`config.mk`:
```
export PLATFORM = sky130hd
export DESIGN_NAME = audio_biquad_cascade
export DESIGN_NICKNAME = d
export VERILOG_FILES = /design/src/rtl/audio_filter_pkg.sv /design/src/rtl/audio_biquad_cascade_mac.sv /design/src/rtl/audio_biquad_cascade.sv
export SDC_FILE = /design/constraint.sdc
export NUM_CORES = 2
export LEC_CHECK = 0
export BUFFER_PORTS_ARGS = -buffer_cell sky130_fd_sc_hd__buf_2
export CAP_MARGIN = 40
export CORE_ASPECT_RATIO = 0.7
export CORE_MARGIN = 3
export CORE_UTILIZATION = 30
export CTS_BUF_LIST = sky130_fd_sc_hd__clkbuf_2
export CTS_CLUSTER_SIZE = 20
export DETAILED_ROUTE_END_ITERATION = 7
export HOLD_SLACK_MARGIN = 0.02
export PLACE_DENSITY_LB_ADDON = 0.15
export SETUP_SLACK_MARGIN = 0.2
export SYNTH_ARGS = -nofsm -noshare
export SYNTH_HDL_FRONTEND = slang
export SYNTH_SLANG_ARGS = --single-unit
```
`constraint.sdc`:
```
create_clock -name clk -period 22.8 [get_ports clk]
set_input_delay 3.42 -clock clk [delete_from_list [all_inputs] [get_ports clk]]
set_output_delay 3.42 -clock clk [all_outputs]
set_load 0.02 [all_outputs]
```
`src/rtl/audio_filter_pkg.sv`:
```
// Shared definitions for the audio biquad cascade.
//   coef_sel_e  - coefficient slot select (b0, b1, b2, a1, a2)
//   state_e     - sequencer states of the cascade
//   COEF_ONE / ROUND_CONST - unity gain and rounding constants for the
//                  default Q2.14 coefficient format
//   sat_to_width - clamps a signed value to a signed range of a given width
package audio_filter_pkg;

    localparam int DEF_COEF_FRAC = 14;
    localparam int COEF_ONE      = 1 << DEF_COEF_FRAC;
    localparam int ROUND_CONST   = 1 << (DEF_COEF_FRAC - 1);

    typedef enum logic [2:0] {
        B0 = 3'd0,
        B1 = 3'd1,
        B2 = 3'd2,
        A1 = 3'd3,
        A2 = 3'd4
    } coef_sel_e;

    typedef enum logic [1:0] {
        ST_IDLE = 2'd0,
        ST_MAC  = 2'd1,
        ST_WB   = 2'd2,
        ST_OUT  = 2'd3
    } state_e;

    // Clamp v to [-2^(w-1), 2^(w-1)-1].
    function automatic logic signed [63:0] sat_to_width(input logic signed [63:0] v,
                                                        input int unsigned     w);
        logic signed [63:0] max_v;
        logic signed [63:0] min_v;
        max_v = (64'sd1 <<< (w - 1)) - 64'sd1;
        min_v = -(64'sd1 <<< (w - 1));
        if (v > max_v) begin
            return max_v;
        end else if (v < min_v) begin
            return min_v;
        end
        return v;
    endfunction

endpackage

```
`src/rtl/audio_biquad_cascade_mac.sv`:
```
// biquad_mac_unit: the single shared multiply-accumulator of the cascade.
// Ports:
//   clk, reset             - clock, asynchronous active-low reset
//   mac_en                 - accumulate this cycle
//   mac_clr                - start a new sum from the rounding constant
//   mac_sub                - subtract the product instead of adding it
//   mac_data, mac_coef     - signed multiplier operands
//   mac_y                  - (acc >>> COEF_FRAC) saturated to SAMPLE_W
//   sat_flag               - mac_y was clamped
module biquad_mac_unit
    import audio_filter_pkg::*;
#(
    parameter int SAMPLE_W  = 16,
    parameter int COEF_W    = 16,
    parameter int COEF_FRAC = DEF_COEF_FRAC
) (
    input  logic                       clk,
    input  logic                       reset,
    input  logic                       mac_en,
    input  logic                       mac_clr,
    input  logic                       mac_sub,
    input  logic signed [SAMPLE_W-1:0] mac_data,
    input  logic signed [COEF_W-1:0]   mac_coef,
    output logic signed [SAMPLE_W-1:0] mac_y,
    output logic                       sat_flag
);

    // Three guard bits cover five full-scale products plus rounding.
    localparam int ACC_W  = SAMPLE_W + COEF_W + 3;
    localparam int PROD_W = SAMPLE_W + COEF_W;
    localparam logic signed [ACC_W-1:0] ROUND_W = ACC_W'(1) <<< (COEF_FRAC - 1);

    logic signed [ACC_W-1:0]  acc_q;
    logic signed [ACC_W-1:0]  acc_d;
    logic signed [ACC_W-1:0]  acc_base;
    logic signed [ACC_W-1:0]  prod_ext;
    logic signed [ACC_W-1:0]  shifted;
    logic signed [PROD_W-1:0] product;
    logic signed [63:0]       sat_in;
    logic signed [63:0]       sat_out;

    always_comb begin
        product  = mac_data * mac_coef;
        prod_ext = ACC_W'(product);
        acc_base = mac_clr ? ROUND_W : acc_q;
        acc_d    = acc_q;
        if (mac_en) begin
            acc_d = mac_sub ? (acc_base - prod_ext) : (acc_base + prod_ext);
        end
        shifted  = acc_q >>> COEF_FRAC;
        sat_in   = 64'(shifted);
        sat_out  = sat_to_width(sat_in, SAMPLE_W);
        mac_y    = sat_out[SAMPLE_W-1:0];
        sat_flag = (sat_out != sat_in);
    end

    always_ff @(posedge clk or negedge reset) begin
        if (!reset) begin
            acc_q <= '0;
        end else begin
            acc_q <= acc_d;
        end
    end

endmodule

```
`src/rtl/audio_biquad_cascade.sv`:
```
// audio_biquad_cascade: NUM_STAGES direct-form-I biquads run one after the
// other on a single time-multiplexed MAC (5 MAC cycles + 1 writeback per stage).
// Ports:
//   clk, reset        - clock, asynchronous active-low reset
//   sample_valid      - strobe, adc_data valid (top SAMPLE_W bits used)
//   dac_data          - {8'h00, y, zero pad to 24 bits}
//   out_valid         - strobe, dac_data just updated
//   busy, overrun     - sample in flight / sample dropped because busy
//   coef_we/stage/sel/wdata - write one shadow coefficient
//   coef_commit       - copy shadow bank to active bank at next sample start
//   dbg_state         - current sequencer state
// Optional build macro AUDIO_BIQUAD_CLIP_COUNT_EN adds clip_clear/clip_count.
//
// Handshake: a sample is accepted only when sample_valid is high while busy is
// low. busy rises the cycle after acceptance and falls after the out_valid
// cycle. A sample_valid seen while busy is discarded and overrun pulses the
// following cycle; the running computation is not affected.
module audio_biquad_cascade
    import audio_filter_pkg::*;
#(
    parameter int ADC_W      = 24,
    parameter int SAMPLE_W   = 16,
    parameter int COEF_W     = 16,
    parameter int COEF_FRAC  = DEF_COEF_FRAC,
    parameter int NUM_STAGES = 4,
    localparam int STAGE_W   = (NUM_STAGES > 1) ? $clog2(NUM_STAGES) : 1
) (
    input  logic               clk,
    input  logic               reset,
    input  logic               sample_valid,
    input  logic [ADC_W-1:0]   adc_data,
    output logic [31:0]        dac_data,
    output logic               out_valid,
    output logic               busy,
    output logic               overrun,
`ifdef AUDIO_BIQUAD_CLIP_COUNT_EN
    input  logic               clip_clear,
    output logic [15:0]        clip_count,
`endif
    input  logic               coef_we,
    input  logic [STAGE_W-1:0] coef_stage,
    input  logic [2:0]         coef_sel,
    input  logic [COEF_W-1:0]  coef_wdata,
    input  logic               coef_commit,
    output state_e             dbg_state
);

    localparam logic [COEF_W-1:0] COEF_ONE_W = COEF_W'(1 << COEF_FRAC);

    state_e                      state_q, state_d;
    logic [STAGE_W-1:0]          stage_q, stage_d;
    logic [2:0]                  k_q, k_d;
    logic signed [SAMPLE_W-1:0]  cur_x_q, cur_x_d;
    logic signed [SAMPLE_W-1:0]  x1_q [NUM_STAGES];
    logic signed [SAMPLE_W-1:0]  x1_d [NUM_STAGES];
    logic signed [SAMPLE_W-1:0]  x2_q [NUM_STAGES];
    logic signed [SAMPLE_W-1:0]  x2_d [NUM_STAGES];
    logic signed [SAMPLE_W-1:0]  y1_q [NUM_STAGES];
    logic signed [SAMPLE_W-1:0]  y1_d [NUM_STAGES];
    logic signed [SAMPLE_W-1:0]  y2_q [NUM_STAGES];
    logic signed [SAMPLE_W-1:0]  y2_d [NUM_STAGES];
    logic signed [COEF_W-1:0]    shadow_q [NUM_STAGES][5];
    logic signed [COEF_W-1:0]    shadow_d [NUM_STAGES][5];
    logic signed [COEF_W-1:0]    active_q [NUM_STAGES][5];
    logic signed [COEF_W-1:0]    active_d [NUM_STAGES][5];
    logic                        commit_pending_q, commit_pending_d;
    logic [31:0]                 dac_data_q, dac_data_d;
    logic                        out_valid_q, out_valid_d;
    logic                        busy_q, busy_d;
    logic                        overrun_q, overrun_d;
    logic                        accept;

    logic                        mac_en, mac_clr, mac_sub, sat_flag;
    logic signed [SAMPLE_W-1:0]  mac_data, mac_y;
    logic signed [COEF_W-1:0]    mac_coef;

    logic                        unused_adc_lsbs;
    assign unused_adc_lsbs = ^adc_data[ADC_W-SAMPLE_W-1:0];

    // Operand select for the five MAC steps of the current stage.
    always_comb begin
        mac_en   = (state_q == ST_MAC);
        mac_clr  = (k_q == 3'd0);
        mac_sub  = (k_q >= 3'd3);
        mac_data = cur_x_q;
        mac_coef = active_q[stage_q][B0];
        case (k_q)
            3'd1: begin
                mac_data = x1_q[stage_q];
                mac_coef = active_q[stage_q][B1];
            end
            3'd2: begin
                mac_data = x2_q[stage_q];
                mac_coef = active_q[stage_q][B2];
            end
            3'd3: begin
                mac_data = y1_q[stage_q];
                mac_coef = active_q[stage_q][A1];
            end
            3'd4: begin
                mac_data = y2_q[stage_q];
                mac_coef = active_q[stage_q][A2];
            end
            default: ;
        endcase
    end

    biquad_mac_unit #(
        .SAMPLE_W (SAMPLE_W),
        .COEF_W   (COEF_W),
        .COEF_FRAC(COEF_FRAC)
    ) u_mac (
        .clk     (clk),
        .reset   (reset),
        .mac_en  (mac_en),
        .mac_clr (mac_clr),
        .mac_sub (mac_sub),
        .mac_data(mac_data),
        .mac_coef(mac_coef),
        .mac_y   (mac_y),
        .sat_flag(sat_flag)
    );

    always_comb begin
        state_d          = state_q;
        stage_d          = stage_q;
        k_d              = k_q;
        cur_x_d          = cur_x_q;
        x1_d             = x1_q;
        x2_d             = x2_q;
        y1_d             = y1_q;
        y2_d             = y2_q;
        shadow_d         = shadow_q;
        active_d         = active_q;
        commit_pending_d = commit_pending_q;
        dac_data_d       = dac_data_q;
        out_valid_d      = 1'b0;
        accept           = sample_valid && (state_q == ST_IDLE) && !busy_q;
        overrun_d        = sample_valid && !accept;

        // Shadow write comes first so a same-cycle commit includes it.
        if (coef_we && (coef_sel <= 3'(A2)) && (int'(coef_stage) < NUM_STAGES)) begin
            shadow_d[coef_stage][coef_sel] = coef_wdata;
        end
        if (coef_commit) begin
            commit_pending_d = 1'b1;
        end

        case (state_q)
            ST_IDLE: begin
                if (accept) begin
                    cur_x_d = adc_data[ADC_W-1 -: SAMPLE_W];
                    // Bank swap only here, so one sample never sees mixed sets.
                    if (commit_pending_q || coef_commit) begin
                        active_d         = shadow_d;
                        commit_pending_d = 1'b0;
                    end
                    stage_d = '0;
                    k_d     = 3'd0;
                    state_d = ST_MAC;
                end
            end
            ST_MAC: begin
                if (k_q == 3'd4) begin
                    k_d     = 3'd0;
                    state_d = ST_WB;
                end else begin
                    k_d = k_q + 3'd1;
                end
            end
            ST_WB: begin
                x2_d[stage_q] = x1_q[stage_q];
                x1_d[stage_q] = cur_x_q;
                y2_d[stage_q] = y1_q[stage_q];
                y1_d[stage_q] = mac_y;
                cur_x_d       = mac_y;
                if (int'(stage_q) == NUM_STAGES - 1) begin
                    state_d = ST_OUT;
                end else begin
                    stage_d = stage_q + 1'b1;
                    state_d = ST_MAC;
                end
            end
            ST_OUT: begin
                dac_data_d  = {8'h00, cur_x_q, {(24 - SAMPLE_W){1'b0}}};
                out_valid_d = 1'b1;
                state_d     = ST_IDLE;
            end
            default: state_d = ST_IDLE;
        endcase

        // busy also covers the out_valid cycle that follows OUT.
        busy_d = (state_d != ST_IDLE) || (state_q == ST_OUT);
    end

    always_ff @(posedge clk or negedge reset) begin
        if (!reset) begin
            state_q          <= ST_IDLE;
            stage_q          <= '0;
            k_q              <= 3'd0;
            cur_x_q          <= '0;
            commit_pending_q <= 1'b0;
            dac_data_q       <= '0;
            out_valid_q      <= 1'b0;
            busy_q           <= 1'b0;
            overrun_q        <= 1'b0;
            for (int s = 0; s < NUM_STAGES; s++) begin
                x1_q[s] <= '0;
                x2_q[s] <= '0;
                y1_q[s] <= '0;
                y2_q[s] <= '0;
                for (int c = 0; c < 5; c++) begin
                    shadow_q[s][c] <= (c == 0) ? COEF_ONE_W : '0;
                    active_q[s][c] <= (c == 0) ? COEF_ONE_W : '0;
                end
            end
        end else begin
            state_q          <= state_d;
            stage_q          <= stage_d;
            k_q              <= k_d;
            cur_x_q          <= cur_x_d;
            commit_pending_q <= commit_pending_d;
            dac_data_q       <= dac_data_d;
            out_valid_q      <= out_valid_d;
            busy_q           <= busy_d;
            overrun_q        <= overrun_d;
            x1_q             <= x1_d;
            x2_q             <= x2_d;
            y1_q             <= y1_d;
            y2_q             <= y2_d;
            shadow_q         <= shadow_d;
            active_q         <= active_d;
        end
    end

`ifdef AUDIO_BIQUAD_CLIP_COUNT_EN
    logic [15:0] clip_count_q, clip_count_d;

    always_comb begin
        clip_count_d = clip_count_q;
        if (clip_clear) begin
            clip_count_d = '0;
        end else if ((state_q == ST_WB) && sat_flag && (clip_count_q != 16'hFFFF)) begin
            clip_count_d = clip_count_q + 16'd1;
        end
    end

    always_ff @(posedge clk or negedge reset) begin
        if (!reset) begin
            clip_count_q <= '0;
        end else begin
            clip_count_q <= clip_count_d;
        end
    end

    assign clip_count = clip_count_q;
`endif

    assign dac_data  = dac_data_q;
    assign out_valid = out_valid_q;
    assign busy      = busy_q;
    assign overrun   = overrun_q;
    assign dbg_state = state_q;

endmodule

```
==> results_dict.tcl <==
set metrics [dict create \
    dieWidth_um 509 \
    setup_tns_ps 0 \
    worst-slew-pin-transition_ps 1120 \
    routedWlPerCell_um 21.1 \
    synth-xor-area-share_pct 1.38 \
    skew_ps 246 \
    worst_hold_path_type "flip-flop to flip-flop" \
    grt_pass1_vias 35300 \
    area_delta_synth_final_pct 10.9 \
    postCtsSetupRepairBufs 0 \
    endpoint_kind "flip-flop" \
    numCtsBuffers 282 \
    synth_compound_area_share_pct 5.62 \
    drive_above_1_share_pct 36.5 \
    die_h_um 358 \
    clock_sinks 974 \
    yosysTopAreaCellShare_pct 45.4 \
    finalCriticalPeriod_ps 14290 \
    syn_area_per_cell_um2 12.7 \
    fp.coreArea_um2 175000 \
    fill_cells 17600 \
    drt_iter0_markers 1795 \
    clk_path_buf_depth 4 \
    cp_max_fo 33 \
    hpwl_um 94900 \
    multiInputGateArea_um2 26800 \
    outcome "completed" \
    cp-start-kind "flip-flop" \
    synth.ff_latch_count 974 \
    grt_max_degree 172 \
    cts.clk_slew.worst_paths_ps 110 \
    ys_types 87 \
    firstDrtPassIters 7 \
    critPathMostFrequentCell "fa_1" \
    nNetsFinal 4836 \
    grt_pass1_wl_um 226000 \
    hold_viol 0 \
    root_buffer "clkbuf_2" \
    synth_fa_ha_area_share_pct 12.9 \
    yosysWarnings 0 \
    via_per_inst 4.81 \
    worstPathArrival_ps 15750 \
    ys.flop_type "dfrtp_1" \
    yosys.area_share.simple_pct 5.88 \
    slowest_stage "dfrtp_4" \
    period_share_pct 62.7 \
    gr-total-overflow 0 \
    yosys.area.top_type "dfrtp_1" \
    place_congestion 0.813 \
    cap_viol_max_count 0 \
    finalSetupViolations 0 \
    regArea_um2 24400 \
    synth_edf_count 0 \
    io_buffers 62 \
    cts_tree "yes" \
    clk_latency_ps 1710 \
    synth_area_leaders "dfrtp_1 45%, mux2_2 18%, fa_1 9.9%" \
    grt_usage_pct 16.4 \
    max_stage_delay_ps 770 \
    synth_top_family_by_area "multiplexers" \
    cts_max_level 5 \
    cts_resized 0 \
    start_util_pct 30.4 \
    final_cell_mix "964 x dfrtp_1, 849 x mux2_2, 415 x clkbuf_2" \
    mostFrequentLayoutCell "dfrtp_1" \
    post-route-drc-count 0 \
    critPathKind "flip-flop to flip-flop" \
    hold_slack_ps 471 \
    syn-instance-count 4181 \
    max_freq_ghz 0.0700 \
    slew_violations 0 \
    vias 33300 \
    rsz0062_at_grt "false" \
    rows 128 \
    synthArstFlopShare_pct 100 \
    hold_buffers 0 \
    synth_mux_area_share_pct 24.2 \
    routed_wl_um 146000 \
    required_ps 24270 \
    synth_area_um2 53200 \
    slew_headroom_pct 25.3 \
    antenna_found_initial 8 \
    boundaryPins 87 \
    fp.dieArea_um2 183000 \
    seq_area_frac_synth_pct 45.8 \
    antenna_left 0 \
]
cells in the mapped netlist, drive strengths merged (6+ instances only):
master  number
mux2i        7
a22oi       66
o31ai       11
dfstp        8
a31oi       13
xor2        35
a21oi       78
a211oi      13
a31o         8
mux2       849
o21ai      169
nand2b      41
fa         264
a21o        32
mux4       144
buf         45
o21bai       6
nand3       40
nand4        7
o211ai       8
or3         13
and3         7
o21a        19
ha         125
inv        327
nand2      255
nor2b       49
or2         19
dfrtp      966
nor2       204
clkbuf     207
nor3        16
xnor2       49
and2        10
routing by layer:
layer,global-route usage (%),up-vias,wire length (um)
met5,0,-,13
met4,4.76,2,3230
met3,3.56,240,7210
met2,23.5,647,61100
met1,24.5,17300,74300
li1,-,15100,-
area by class of cell:
class                   instances  area share, %
diodes                         17         0.0720
clock buffers                 415           3.52
clock inverters                34          0.364
inverters                     327           2.08
multi-input cells            2643           45.4
flip-flops and latches        974           41.3
well taps                    2340           4.96
repair buffers                169           2.31
state kept, by name (all words and copies together) (netlist names):
signal	flops
active_q	320
shadow_q	320
x1_q	64
x2_q	64
y1_q	64
y2_q	64
u_mac.acc_q	35
cur_x_q	16
dac_data	16
k_q	3
dbg_state	2
stage_q	2
busy	1
commit_pending_q	1
out_valid	1
overrun	1
worst max-delay path, delay by kind of cell, from the launching register on:
kind | cells | cell delay, ps
AND/OR/NAND/NOR | 7 | 2160
multiplexers | 2 | 750
buffers and inverters | 8 | 2390
AO/OA/AOI/OAI | 13 | 3870
flip-flops | 1 | 770
adder cells (fa/ha/maj) | 8 | 3820
XOR/XNOR | 1 | 150
worst paths after layout:
check	startpoint	end	slack [ps]	depth (start not counted)
setup / recovery	stage_q[0]	u_mac.acc_q[34]	8510	39
setup reg to reg	stage_q[0]	u_mac.acc_q[34]	8510	39
hold / removal	shadow_q[281]	active_q[281]	470	2
max in group asynchronous	reset	shadow_q[314]	17960	5
min in group asynchronous	reset	x1_q[29]	1790	1
hold reg to reg	shadow_q[281]	active_q[281]	470	2
stage by stage:
step           instances  worst slack [ps]  area (um2)  util (%)
2_1_floorplan       4196             11210       53300         -
3_3_place_gp        6436              8640       56400      32.2
3_5_place_dp        6453              8630       56700      32.4
4_1_cts             6902              8380       59000      33.7
5_1_grt             6912              7420       59000      33.7
6_report            6919              8510       59000      33.7
cell families after synthesis:
kind of cell / count (synthesis)
other: 1
AND/OR/NAND/NOR: 686
buffers and inverters: 579
XOR/XNOR: 84
adder cells (fa/ha/maj): 389
flip-flops: 974
multiplexers: 1000
AO/OA/AOI/OAI: 468
Power is left out: the tool's default activity adds up to more than one toggle a clock period on the data nets, which glitch-free logic cannot reach.
